--- src/rtl/clk_activity_monitor.sv ---
// Multi-channel clock-activity monitor: synchronises NUM_CH nets into clk, counts rising
// edges over a fixed window and reports saturated counts with in-range and stuck flags.
module clk_activity_monitor #(
  parameter int NUM_CH      = 4,
  parameter int CNT_W       = 16,
  parameter int WINDOW      = 1000,
  parameter int SYNC_STAGES = 2
) (
  input  logic                    clk,
  input  logic                    rst_n,
  input  logic                    en,
  input  logic [NUM_CH-1:0]       mon_in,
  input  logic [NUM_CH*CNT_W-1:0] exp_min,
  input  logic [NUM_CH*CNT_W-1:0] exp_max,
  output logic [NUM_CH*CNT_W-1:0] cnt_out,
  output logic                    valid,
  output logic [NUM_CH-1:0]       in_range,
  output logic [NUM_CH-1:0]       stuck,
  output logic                    busy
);

  localparam int               WIN_W    = $clog2(WINDOW);
  localparam logic [WIN_W-1:0] WIN_LAST = WIN_W'(WINDOW - 1);
  localparam logic [CNT_W-1:0] CNT_MAX  = '1;

  typedef enum logic {
    IDLE = 1'b0,
    RUN  = 1'b1
  } state_t;

  state_t                  r_state;
  state_t                  w_state_nxt;
  logic [NUM_CH-1:0]       r_sync [SYNC_STAGES];
  logic [NUM_CH-1:0]       r_hist;
  logic [NUM_CH-1:0]       w_rise;
  logic [WIN_W-1:0]        r_win;
  logic                    w_run;
  logic                    w_last;
  logic [CNT_W-1:0]        r_cnt     [NUM_CH];
  logic [CNT_W-1:0]        w_cnt_nxt [NUM_CH];
  logic [NUM_CH*CNT_W-1:0] r_cnt_out;
  logic                    r_valid;
  logic [NUM_CH-1:0]       r_in_range;
  logic [NUM_CH-1:0]       r_stuck;

  always_ff @(posedge clk or negedge rst_n) begin
    if (!rst_n) begin
      for (int s = 0; s < SYNC_STAGES; s++) r_sync[s] <= '0;
      r_hist <= '0;
    end else begin
      // NOTE: non-blocking assignments make each stage take its neighbour's pre-edge
      // value, which is what turns these flops into a shift chain.
      r_sync[0] <= mon_in;
      for (int s = 1; s < SYNC_STAGES; s++) r_sync[s] <= r_sync[s-1];
      r_hist <= r_sync[SYNC_STAGES-1];
    end
  end

  assign w_rise = r_sync[SYNC_STAGES-1] & ~r_hist;

  always_ff @(posedge clk or negedge rst_n) begin
    if (!rst_n) r_state <= IDLE;
    else        r_state <= w_state_nxt;
  end

  always_comb begin
    // NOTE: the default comes first so every path assigns w_state_nxt and no latch forms.
    w_state_nxt = r_state;
    case (r_state)
      IDLE:    if (en)  w_state_nxt = RUN;
      RUN:     if (!en) w_state_nxt = IDLE;
      default: w_state_nxt = IDLE;
    endcase
  end

  assign busy   = (r_state == RUN);
  assign w_run  = busy && en;
  assign w_last = w_run && (r_win == WIN_LAST);

  always_ff @(posedge clk or negedge rst_n) begin
    if (!rst_n) r_win <= '0;
    else        r_win <= (w_run && !w_last) ? r_win + 1'b1 : '0;
  end

  // The closing cycle's own edge is folded in here so it lands in the closing window.
  always_comb begin
    for (int i = 0; i < NUM_CH; i++) begin
      w_cnt_nxt[i] = (r_cnt[i] == CNT_MAX) ? CNT_MAX : r_cnt[i] + CNT_W'(w_rise[i]);
    end
  end

  always_ff @(posedge clk or negedge rst_n) begin
    if (!rst_n) begin
      // NOTE: the counter array is ordinary flops, not a RAM, so it is cleared with the rest.
      for (int i = 0; i < NUM_CH; i++) r_cnt[i] <= '0;
      r_cnt_out  <= '0;
      r_in_range <= '0;
      r_stuck    <= '0;
      r_valid    <= 1'b0;
    end else begin
      r_valid <= w_last;
      for (int i = 0; i < NUM_CH; i++) begin
        r_cnt[i] <= (w_run && !w_last) ? w_cnt_nxt[i] : '0;
        if (w_last) begin
          r_cnt_out[i*CNT_W +: CNT_W] <= w_cnt_nxt[i];
          r_in_range[i] <= (w_cnt_nxt[i] >= exp_min[i*CNT_W +: CNT_W]) &&
                           (w_cnt_nxt[i] <= exp_max[i*CNT_W +: CNT_W]);
          r_stuck[i]    <= (w_cnt_nxt[i] == '0);
        end
      end
    end
  end

  assign cnt_out  = r_cnt_out;
  assign valid    = r_valid;
  assign in_range = r_in_range;
  assign stuck    = r_stuck;

endmodule
--- config.mk ---
export PLATFORM = sky130hd
export DESIGN_NAME = clk_activity_monitor
export DESIGN_NICKNAME = d
export VERILOG_FILES = /design/src/rtl/clk_activity_monitor.sv
export SDC_FILE = /design/constraint.sdc
export NUM_CORES = 1
export LEC_CHECK = 0
export BUFFER_PORTS_ARGS = -buffer_cell sky130_fd_sc_hd__buf_2
export CORE_UTILIZATION = 50
export DETAILED_ROUTE_END_ITERATION = 6
export GPL_TIMING_DRIVEN = 1
export PLACE_DENSITY = 0.76
export RECOVER_POWER = 100
export SYNTH_ARGS = -nofsm -noshare
export SYNTH_HDL_FRONTEND = slang
export SYNTH_SLANG_ARGS = --single-unit
--- constraint.sdc ---
create_clock -name clk -period 2.9 [get_ports clk]
set_input_delay 0.87 -clock clk [delete_from_list [all_inputs] [get_ports clk]]
set_output_delay 0.87 -clock clk [all_outputs]
set_load 0.01 [all_outputs]
== Word-level counts from Yosys, hierarchy flattened ==
Cells that the tools add are included.

* Register bits: 160
* Input port bits: 135
* Output and inout bits: 74
* Word-level logic and storage cells: 55

* $add $sub $neg: 5
* $lt $le $gt $ge: 8
* Eq/ne operators: 5
* Muxes and demuxes: 10
* Bitwise logic cells: 2
* Reductions and logical operators: 12

{| class="wikitable"
|+ Operators by type and width
! kind !! count
|-
| 16-bit two-way mux || 8
|-
| 16-bit by 1-bit adder with 16-bit output || 4
|-
| 16-bit equality test (second input constant) || 4
|-
| 16-bit >= comparator || 4
|-
| 16-bit less-or-equal comparator || 4
|-
| 16-bit zero test || 4
|-
| 10-bit by 1-bit adder with 10-bit output (second input constant) || 1
|-
| 10-bit equality test (second input constant) || 1
|-
| 10-bit two-way mux || 1
|-
| 1-bit logical AND || 7
|-
| 4-bit bitwise AND || 1
|-
| 4-bit NOT || 1
|-
| 1-bit zero test || 1
|-
| 1-bit two-way mux || 1
|}

== Longest topological paths before layout ==
Gate-level depths: netlist (run 1).

* Word-level depth: 6
* Gate-level depth with buffers: 17
* Mapped depth without buffers: 16

== Worst setup path after synthesis (run 1) ==
No wires, ideal clock.

* Kind: register to register
* Start: register r_hist[3]
* End: register r_in_range[3] (netlist: in_range[3])
* Setup time: 0.086 ns
* Arrival time: 3.075 ns
* Data required time: 2.814 ns
* Slack: -0.261 ns
* Stages on the path, launching flop included: 16
* Path buffers: 1
* Period minus slack after synthesis: 3.161 ns
* Cells stage by stage: dfrtp_1 -> nor2b_1 -> ha_1 -> ha_1 -> and2_0 -> clkbuf_1 -> nand2b_1 -> o21a_1 -> nor3_1 -> inv_1 -> ha_1 -> nand4_1 -> or4_1 -> o21ai_0 -> a211oi_1 -> nor3_1

{| class="wikitable"
|+ RTL lines
! what !! RTL line !! text
|-
| from (decl) || 34 || <nowiki>logic [NUM_CH-1:0] r_hist;</nowiki>
|-
| from (signal assigned) || 55 || <nowiki>r_hist <= r_sync[SYNC_STAGES-1];</nowiki>
|-
| to (signal, indexed assignment) || 106 || <nowiki>r_in_range[i] <= (w_cnt_nxt[i] >= exp_min[i*CNT_W +: CNT_W]) &&</nowiki>
|-
| to (decl) || 43 || <nowiki>logic [NUM_CH-1:0] r_in_range;</nowiki>
|}

==> flow_metrics.env, run 1 <==
export IMPL_io_buffers=208
export IMPL_synth_warning_count=0
export IMPL_hpwl_mm=21.4
export IMPL_grt_pass1_wl_mm=46.9
export IMPL_drt_met1_wl_mm=13.0
export IMPL_timing_final_ws_setup_ns=-0.142
export IMPL_n_fill_cell=1640
export IMPL_worstPathArrival_ns=3.39
export IMPL_vias_per_cell=5.32
export IMPL_avgSynthCellArea_um2=8.55
export IMPL_final_min_clock_period_ns=3.04
export IMPL_max_freq_ghz=0.329
export IMPL_critical_path_class="reg -> reg"
export IMPL_antenna_found_initial=0
export IMPL_final_seq_area_mm2=0.00401
export IMPL_outcome="finished, violations left"
export IMPL_ir_drop_mv=0.486
export IMPL_drt_iter0_drc=491
export IMPL_synthFlopType="dfrtp_1"
export IMPL_via_count=10103
export IMPL_ant_nets=0
export IMPL_groute_usage_overall_pct=26.8
export IMPL_worst_setup_path_end_kind="flop"
export IMPL_finalHoldViolCount=0
export IMPL_p_leak_nw=7.97
export IMPL_async_reset_ff_share_pct=100
export IMPL_synth_top_area_cell="dfrtp_1"
export IMPL_finalWirelength_mm=29.8
export IMPL_synth_xor_area_share_pct=3.80
export IMPL_dieArea_mm2=0.0218
export IMPL_n_antenna_cell=0
export IMPL_synthMostInstantiatedCell="inv_1"
export IMPL_cts_buffers=17
export IMPL_synthAdderAreaFrac_pct=16.2
export IMPL_synth_edf_count=0
export IMPL_htree_num_levels=4
export IMPL_place_area_mm2=0.0131
export IMPL_timing_slew_headroom_pct=-41.0
export IMPL_grt_start_max_net_pins=138
export IMPL_synth_compound_area_share_pct=13.1
export IMPL_yosysTopAreaCellShare_pct=37.7
export IMPL_wl_met2_mm=15.0
export IMPL_yosysUniqueCellTypes=62
export IMPL_maxCapViolCount=1
export IMPL_worst_pin_slew_ns=2.11
export IMPL_skew_ns=0.00810
export IMPL_violations="capacitance limit, slew limit, setup timing"
export IMPL_finalMaxSlewViolations=38
export IMPL_synthSimpleGateAreaFrac_pct=19.9
export IMPL_synth_cells=1241
export IMPL_place_gp_congestion=0.929
export IMPL_rows=52
export IMPL_synthTopCellsByCount="inv_1 (184), dfrtp_1 (160), nor2_1 (149), ha_1 (137), nand2_1 (105)"
export IMPL_start_kind="flop"
export IMPL_final_period_utilization_pct=105
export IMPL_setup_tns_ns=-0.288
export IMPL_finalNetCount=1887
export IMPL_powerDensity_mw_per_mm2=344
export IMPL_cts_tree="built"
export IMPL_grt_pass1_vias=10087
export IMPL_start_util_pct=51.8
export IMPL_drt_pass1_iter_count=5
export IMPL_final_area_mm2=0.0144
export IMPL_min_path_type="reg -> reg"
export IMPL_whs_ns=0.351
export IMPL_cp_max_fo=4
export IMPL_setup_violations=4
export IMPL_layout_drive_gt1_share_pct=29.2
export IMPL_synth_top_family_by_area="simple AND/OR/NAND/NOR gates"
export IMPL_area_growth_pct=35.3
export IMPL_io_pins=209
export IMPL_synth_area_leaders="dfrtp_1 (38%), ha_1 (16%), inv_1 (6.5%), nor2_1 (5.3%), o21ai_0 (4.1%)"
export IMPL_rsz0062_at_grt="true"
export IMPL_clk_pin_slew_ns=0.07
export IMPL_cts_buffer_depth=2
export IMPL_required_ns=3.25
export IMPL_core_area_mm2=0.0205
export IMPL_clk_latency_ns=0.44
export IMPL_die_x_um=148
export IMPL_dr_max_layer_used="met4"
export IMPL_die_h_um=148
export IMPL_synth_area_mux_share_pct=1.05
export IMPL_root_buffer="clkbuf_16"
export IMPL_synthesis_area_mm2=0.0106
export IMPL_gr_total_overflow=0
export IMPL_drc=0
export IMPL_cts_sinks=160
export IMPL_multi_input_area_mm2=0.00637
export IMPL_ys_ff_latch=160
export IMPL_synth_nets=1513
export IMPL_wl_met3_mm=1.18
export IMPL_routedWlPerCell_um=15.7
export IMPL_yosysSeqAreaShare_pct=37.7
[sequential cells by signal, summed over array words and instances (netlist names)]
signal,flops
stuck,4
r_sync,8
r_win,10
in_range,4
cnt_out,64
busy,1
valid,1
r_hist,4
r_cnt,64
[logic make-up (layout without fill, tap and decap cells)]
group / Yosys count / in the layout
adder cells (fa/ha/maj): 137 / 137
AND/OR/NAND/NOR: 440 / 440
AO/OA/AOI/OAI: 224 / 224
buffers and inverters: 223 / 610
flip-flops: 160 / 160
multiplexers: 11 / 11
XOR/XNOR: 46 / 46
[worst paths after layout]
kind / slack (ns) / depth (start not counted) / start / endpoint
min in group asynchronous: 1.05 / 1 / rst_n / cnt_out[54]$_DFFE_PN0P_
hold reg to reg: 0.35 / 0 / r_sync[4]$_DFF_PN0_ / r_sync[0]$_DFF_PN0_
setup reg to reg: -0.14 / 14 / r_hist[0]$_DFF_PN0_ / in_range[0]$_DFFE_PN0P_
max in group asynchronous: 0.33 / 2 / rst_n / cnt_out[40]$_DFFE_PN0P_
hold / removal: 0.35 / 0 / r_sync[4]$_DFF_PN0_ / r_sync[0]$_DFF_PN0_
setup / recovery: -0.14 / 14 / r_hist[0]$_DFF_PN0_ / in_range[0]$_DFFE_PN0P_
[stage by stage]
stage               setup slack, ns  util [%]  total power (W)  instances
global placement             -0.116      64.0          0.00265       1839
detailed placement           -0.200      64.0          0.00266       1839
CTS                         -0.0830      68.7          0.00496       1885
floorplan                   -0.0137         -          0.00245       1241
global route                 -0.318      70.0          0.00512       1898
finish                       -0.142      70.0          0.00494       1898
[worst max-delay path, stage by stage (launching register included)]
cell       delay, ns
dfrtp_1         0.37
nor2b_1         0.12
ha_2            0.23
nand2_2         0.09
buf_4           0.18
nor3_4          0.16
xnor2_2         0.15
and2_1          0.18
inv_1           0.08
ha_1            0.30
o2111ai_2       0.14
or4_4           0.54
o21ai_2         0.15
a211oi_2        0.06
nor3_2          0.20
[layout make-up]
class,instances,area share [%]
flip-flops and latches,160,27.9
repair buffers,393,16.4
clock inverters,15,1.16
clock buffers,17,2.96
inverters,185,4.85
well taps,270,2.35
multi-input cells,858,44.3
[per-layer routing]
metal  GRT usage, %  vias up
met1           34.1     4794
met3           3.86       67
li1               -     4965
met4           8.56        0
met5              0        -
met2           47.1      277
[where the power goes]
| part | leakage, nW | internal, W | switching [W] |
|---|---|---|---|
| Combinational | 5.48 | 0.000176 | 0.000217 |
| Clock | 0.288 | 0.00123 | 0.00106 |
| Sequential | 2.20 | 0.00224 | 0.00000946 |
[timing repair]
item,4_1_cts,5_1_grt
pin swaps,36,36
hold buffers,0,0
endpoints found under the setup margin,4,4
setup buffers,14,13
gates resized for setup,59,69
[layout by cell type (no fill, tap or decap), drive strengths merged, types with 27 or more instances in the layout]
master / count
nand3: 35
a21o: 34
xnor2: 27
nor2: 149
clkbuf: 97
a21oi: 42
dfrtp: 160
buf: 313
ha: 137
inv: 195
nand4: 44
nand2: 105
o21ai: 88
Power figures use the tool's default switching activity.
==> inputs of run 2 (changes only) <==
--- a/config.mk
+++ b/config.mk
@@ -9,2 +9,3 @@
 export CORE_UTILIZATION = 50
+export CTS_BUF_LIST = sky130_fd_sc_hd__clkbuf_8 sky130_fd_sc_hd__clkbuf_16
 export DETAILED_ROUTE_END_ITERATION = 6
==> constraint.sdc (replaced) <==
create_clock -name clk -period 2.9 [get_ports clk]
set_input_delay 0.58 -clock clk [delete_from_list [all_inputs] [get_ports clk]]
set_output_delay 0.58 -clock clk [all_outputs]
set_load 0.01 [all_outputs]
==> run 2 against run 1 <==
Against the previous run:
- the flow still finishes with violations (capacitance limit, slew limit, setup timing)
- critical endpoint unchanged
- count of clock-buffer cells in the layout increased by 2
- final area is essentially flat
- worst hold slack got worse by 0.092 ns
- sequential cell count is the same
- non-clock buffer count increased by 6
- critical path type unchanged
- power shrank 0.90%
- first-iteration DRC count grew 2.4%
- routed wire length shrank 2.2%
- clock skew increased by 0.0030 ns
- via count shrank 0.96%
- final cell count rose by 0.32%
==> flow_metrics.env, run 2 (same netlist as run 1, synthesis figures left out) <==
export IMPL_io_pins=209
export IMPL_worst_pin_slew_ns=1.66
export IMPL_grt_start_max_net_pins=138
export IMPL_skew_ns=0.0111
export IMPL_die_x_um=148
export IMPL_layout_commonest_cell="buf_4"
export IMPL_drt_iter0_drc=503
export IMPL_ff2ff_path_depth=14
export IMPL_rows=52
export IMPL_gr_total_overflow=0
export IMPL_layout_drive_gt1_share_pct=28.9
export IMPL_area_growth_pct=35.1
export IMPL_start_kind="flop"
export IMPL_place_ws_ns=-0.222
export IMPL_place_gp_congestion=0.908
export IMPL_drt_pass1_iter_count=5
export IMPL_io_buffers=208
export IMPL_n_antenna_cell=0
export IMPL_ir_drop_mv=0.386
export IMPL_finalNetCount=1893
export IMPL_clk_latency_ns=0.42
export IMPL_rsz0062_at_grt="true"
export IMPL_cts_buffer_depth=2
export IMPL_via_count=10006
export IMPL_grt_pass1_wl_mm=46.2
export IMPL_start_util_pct=51.8
export IMPL_maxCapViolCount=1
export IMPL_drc=0
export IMPL_final_min_clock_period_ns=2.98
export IMPL_final_period_utilization_pct=103
export IMPL_worst_setup_path_end_kind="flop"
export IMPL_ff2ff_setup_slack_ns=-0.08
export IMPL_cts_sinks=160
export IMPL_clk_pin_slew_ns=0.07
export IMPL_hp_start="mon_in[0]"
export IMPL_cts_tree="built"
export IMPL_vias_per_cell=5.26
export IMPL_setup_violations=2
export IMPL_routedWlPerCell_um=15.3
export IMPL_worstPathArrival_ns=3.33
export IMPL_grt_pass1_vias=9901
export IMPL_final_area_mm2=0.0143
export IMPL_antenna_found_initial=0
export IMPL_powerDensity_mw_per_mm2=341
export IMPL_ant_nets=0
export IMPL_root_buffer="clkbuf_16"
export IMPL_min_to="r_sync[4]$_DFF_PN0_"
export IMPL_timing_final_ws_setup_ns=-0.0817
export IMPL_cp_max_fo=6
export IMPL_hold_depth=1
export IMPL_htree_num_levels=4
export IMPL_critical_path_class="reg -> reg"
export IMPL_place_area_mm2=0.0132
export IMPL_finalMaxSlewViolations=67
export IMPL_groute_usage_overall_pct=26.5
export IMPL_die_h_um=148
export IMPL_r2r_end="in_range[0]$_DFFE_PN0P_"
export IMPL_core_area_mm2=0.0205
export IMPL_finalHoldViolCount=0
export IMPL_hpwl_mm=21.4
export IMPL_timing_slew_headroom_pct=-10.6
export IMPL_max_freq_ghz=0.335
export IMPL_min_path_type="in -> reg"
export IMPL_outcome="finished, violations left"
export IMPL_p_leak_nw=7.88
export IMPL_violations="capacitance limit, slew limit, setup timing"
export IMPL_required_ns=3.25
export IMPL_final_cell_mix="buf_4 (181), inv_1 (176), dfrtp_1 (160)"
export IMPL_cts_buffers=17
export IMPL_dieArea_mm2=0.0218
export IMPL_finalWirelength_mm=29.1
export IMPL_timing_rr_start="r_sync[0]$_DFF_PN0_"
run 2: cell types whose count changed in the layout (fill, tap and decap cells not counted), moves of 3 or more:
cell     before  now
nor3_1        8   13
nor2b_4       4    1
nand3_2       0    3
buf_4       176  181
inv_8         5    2
nor3_2       12    9
run 2: per-stage QoR:
step | total power, W | hold WS, ns | instances | util [%] | setup TNS (ns)
after global placement | 0.00265 | 0.337 | 1844 | 64.2 | -0.211
final | 0.00489 | 0.259 | 1904 | 70.0 | -0.131
after global routing | 0.00508 | 0.236 | 1904 | 70.0 | -0.832
after floorplan | 0.00245 | 0.284 | 1241 | - | -0.0137
after CTS | 0.00492 | 0.174 | 1892 | 68.3 | -0.151
after detailed placement | 0.00266 | 0.341 | 1844 | 64.2 | -0.625
run 2: timing repair:
| item | in CTS | in global routing |
|---|---|---|
| resized for setup | 36 | 75 |
| pin swaps | 24 | 40 |
| endpoints found under the setup margin | 4 | 5 |
| hold buffers | 0 | 0 |
| buffers inserted | 16 | 12 |
run 2: routing by layer:
| layer | routed length, µm | up-vias | global-route usage [%] |
|---|---|---|---|
| met1 | 12500 | 4725 | 33.3 |
| li1 | - | 4966 | - |
| met3 | 1340 | 44 | 4.69 |
| met5 | 0 | - | 0 |
| met4 | 523 | 0 | 7.11 |
| met2 | 14700 | 271 | 46.7 |
run 2: layout make-up:
class                      count  area [µm²]
multi-input combinational    858        6300
fill                        1613        6150
sequential                   160        4000
timing repair buffer         399        2410
inverter                     185         697
clock buffer                  19         453
tap                          270         338
clock inverter                13         138
run 2: power breakdown:
group / total (W) / leakage (nW) / switching (W) / internal [W]
Clock: 0.00225 / 0.286 / 0.000993 / 0.00126
Combinational: 0.000387 / 5.39 / 0.000215 / 0.000173
Sequential: 0.00225 / 2.20 / 0.00000882 / 0.00224
Total: 0.00489 / 7.88 / 0.00122 / 0.00368
run 2: worst max-delay path by stage:
stage / startpoint / to / slack [ns] / cells after the start
6_report: r_sync[0]$_DFF_PN0_ / in_range[0]$_DFFE_PN0P_ / -0.08 / 14
5_1_grt: r_sync[0]$_DFF_PN0_ / in_range[0]$_DFFE_PN0P_ / -0.27 / 14
4_1_cts: r_hist[2]$_DFF_PN0_ / in_range[2]$_DFFE_PN0P_ / -0.06 / 15
3_5_place_dp: r_sync[2]$_DFF_PN0_ / in_range[2]$_DFFE_PN0P_ / -0.22 / 16
3_3_place_gp: r_hist[2]$_DFF_PN0_ / in_range[2]$_DFFE_PN0P_ / -0.08 / 14
2_1_floorplan: r_cnt[9]$_DFF_PN0_ / in_range[3]$_DFFE_PN0P_ / -0.01 / 13
run 2: critical path, cell delays in order, from the launching register on:
cell and delay, ns:
dfrtp_1 0.37, nor2b_1 0.13, ha_2 0.20, ha_4 0.16, and4_4 0.17, buf_4 0.15
a21o_1 0.19, a21oi_2 0.15, inv_1 0.09, ha_4 0.27, nand4_1 0.10, or4_4 0.56
o21ai_2 0.12, a211oi_1 0.06, nor3_1 0.19
==> inputs of run 3 (changes only) <==
- REMOVE_ABC_BUFFERS: unset -> 1
==> run 3 against run 2 <==
Against the previous run:
- the run still ends with capacitance limit, slew limit, setup timing left
- die area is the same
- core utilization grew 1.0 points
- sequential cell count is the same
- first-iteration DRC count is the same
- register-to-register slack lost 0.11 ns
- worst hold slack lost 0.00055 ns
- largest power group is now clock
- highest routed layer unchanged
==> flow_metrics.env, run 3 (same netlist as run 1, synthesis figures left out) <==
export IMPL_groute_usage_overall_pct=26.4
export IMPL_final_cell_mix="buf_4 (190), inv_1 (172), dfrtp_1 (159)"
export IMPL_setup_tns_ns=-0.308
export IMPL_drc=0
export IMPL_n_fill_cell=1565
export IMPL_worst_pin_slew_ns=2.07
export IMPL_hpwl_mm=20.9
export IMPL_final_seq_area_mm2=0.00401
export IMPL_ir_drop_mv=0.358
export IMPL_timing_slew_headroom_pct=-37.8
export IMPL_start_util_pct=51.8
export IMPL_ff2ff_setup_slack_ns=-0.19
export IMPL_drt_iter0_drc=503
export IMPL_critical_path_class="reg -> reg"
export IMPL_area_growth_pct=37.1
export IMPL_finalWirelength_mm=29.6
export IMPL_whs_ns=0.259
export IMPL_grt_pass1_vias=9984
export IMPL_vias_per_cell=5.33
export IMPL_rsz0062_at_grt="true"
export IMPL_ff2ff_path_depth=13
export IMPL_core_area_mm2=0.0205
export IMPL_die_h_um=148
export IMPL_cts_hold_buf=0
export IMPL_skew_ns=0.0132
export IMPL_p_leak_nw=7.97
export IMPL_worstPathArrival_ns=3.44
export IMPL_cts_buffers=17
export IMPL_clk_latency_ns=0.42
export IMPL_cts_sinks=160
export IMPL_maxCapViolCount=1
export IMPL_outcome="finished, violations left"
export IMPL_min_path_type="in -> reg"
export IMPL_layout_commonest_cell="buf_4"
export IMPL_violations="capacitance limit, slew limit, setup timing"
export IMPL_setup_violations=3
export IMPL_routedWlPerCell_um=15.5
export IMPL_finalHoldViolCount=0
export IMPL_worst_setup_path_end_kind="flop"
export IMPL_drt_pass1_iter_count=5
export IMPL_grt_start_max_net_pins=138
export IMPL_timing_final_ws_setup_ns=-0.191
export IMPL_via_count=10206
export IMPL_rows=52
export IMPL_grt_pass1_wl_mm=46.2
export IMPL_hold_depth=1
export IMPL_die_x_um=148
export IMPL_hp_start="mon_in[2]"
export IMPL_dp_cells=1823
export IMPL_io_buffers=208
export IMPL_final_period_utilization_pct=107
export IMPL_min_to="r_sync[6]$_DFF_PN0_"
export IMPL_finalNetCount=1902
export IMPL_cts_tree="built"
export IMPL_fin_cells=1914
export IMPL_timing_rr_start="r_cnt[2]$_DFF_PN0_"
export IMPL_multi_input_area_mm2=0.00642
export IMPL_r2r_end="in_range[3]$_DFFE_PN0P_"
export IMPL_place_gp_congestion=0.924
export IMPL_finalMaxSlewViolations=48
export IMPL_clk_pin_slew_ns=0.07
export IMPL_dieArea_mm2=0.0218
export IMPL_final_min_clock_period_ns=3.09
export IMPL_antenna_found_initial=1
export IMPL_ant_nets=0
export IMPL_layout_drive_gt1_share_pct=30.4
export IMPL_root_buffer="clkbuf_16"
export IMPL_start_kind="flop"
export IMPL_cp_max_fo=12
export IMPL_required_ns=3.25
export IMPL_powerDensity_mw_per_mm2=340
export IMPL_cts_buffer_depth=2
export IMPL_max_freq_ghz=0.324
export IMPL_io_pins=209
export IMPL_gr_total_overflow=0
export IMPL_htree_num_levels=4
[run 3: metal layers]
metal	vias up	GRT usage, %	wire length (µm)
li1	4981	-	-
met1	4845	32.5	13000
met3	55	4.29	1340
met2	325	46.7	14700
met5	-	0	0
met4	0	9.23	622
[run 3: worst max-delay path, cell delays in order (launching register included)]
cell	delay, ns
dfrtp_1	0.50
and3_1	0.24
nand3_1	0.21
nor3_1	0.29
buf_4	0.25
nor2_1	0.09
inv_1	0.11
ha_1	0.26
a21o_1	0.18
a21o_1	0.16
a21oi_1	0.16
o21ai_1	0.09
o31a_1	0.30
nor3_2	0.18
[run 3: repair_timing]
item                       4_1_cts  5_1_grt
setup buffers                   31       27
gates cloned                     0        0
setup endpoints to repair        4        4
pin swaps                       48       40
gates resized for setup         92       66
[run 3: how the worst max path moves through the flow]
stage                         endpoint  cells past startpoint                 from  slack, ns
2_1_floorplan  in_range[3]$_DFFE_PN0P_                     14  r_hist[3]$_DFF_PN0_      -0.28
6_report       in_range[3]$_DFFE_PN0P_                     13   r_cnt[2]$_DFF_PN0_      -0.19
3_3_place_gp   in_range[0]$_DFFE_PN0P_                     15  r_hist[0]$_DFF_PN0_      -0.15
5_1_grt        in_range[3]$_DFFE_PN0P_                     13   r_cnt[2]$_DFF_PN0_      -0.33
4_1_cts        in_range[3]$_DFFE_PN0P_                     14  r_hist[3]$_DFF_PN0_      -0.12
3_5_place_dp   in_range[3]$_DFFE_PN0P_                     15  r_sync[3]$_DFF_PN0_      -0.28
[run 3: stage by stage]
| stage | setup WS [ns] | total power [W] | utilization, % | instance area (µm²) |
|---|---|---|---|---|
| 5_1_grt | -0.329 | 0.00512 | 71.0 | 14500 |
| 4_1_cts | -0.118 | 0.00497 | 69.2 | 14200 |
| 3_5_place_dp | -0.276 | 0.00265 | 63.1 | 12900 |
| 2_1_floorplan | -0.281 | 0.00245 | - | 10400 |
| 3_3_place_gp | -0.150 | 0.00264 | 63.1 | 12900 |
| 6_report | -0.191 | 0.00495 | 71.0 | 14600 |
[run 3: final cells by class]
| class | count | area share [%] |
|---|---|---|
| inverter | 185 | 4.77 |
| timing repair buffer | 408 | 17.1 |
| antenna | 1 | 0.0172 |
| multi-input combinational | 858 | 44.1 |
| clock buffer | 19 | 3.11 |
| tap | 270 | 2.32 |
| sequential | 160 | 27.5 |
| clock inverter | 13 | 1.03 |
[run 3: report_power, final]
group          total [W]  switching [W]  internal (W)
Sequential       0.00225     0.00000972       0.00224
Clock            0.00231       0.000976       0.00134
Combinational   0.000382       0.000210      0.000172
Total            0.00495        0.00120       0.00375
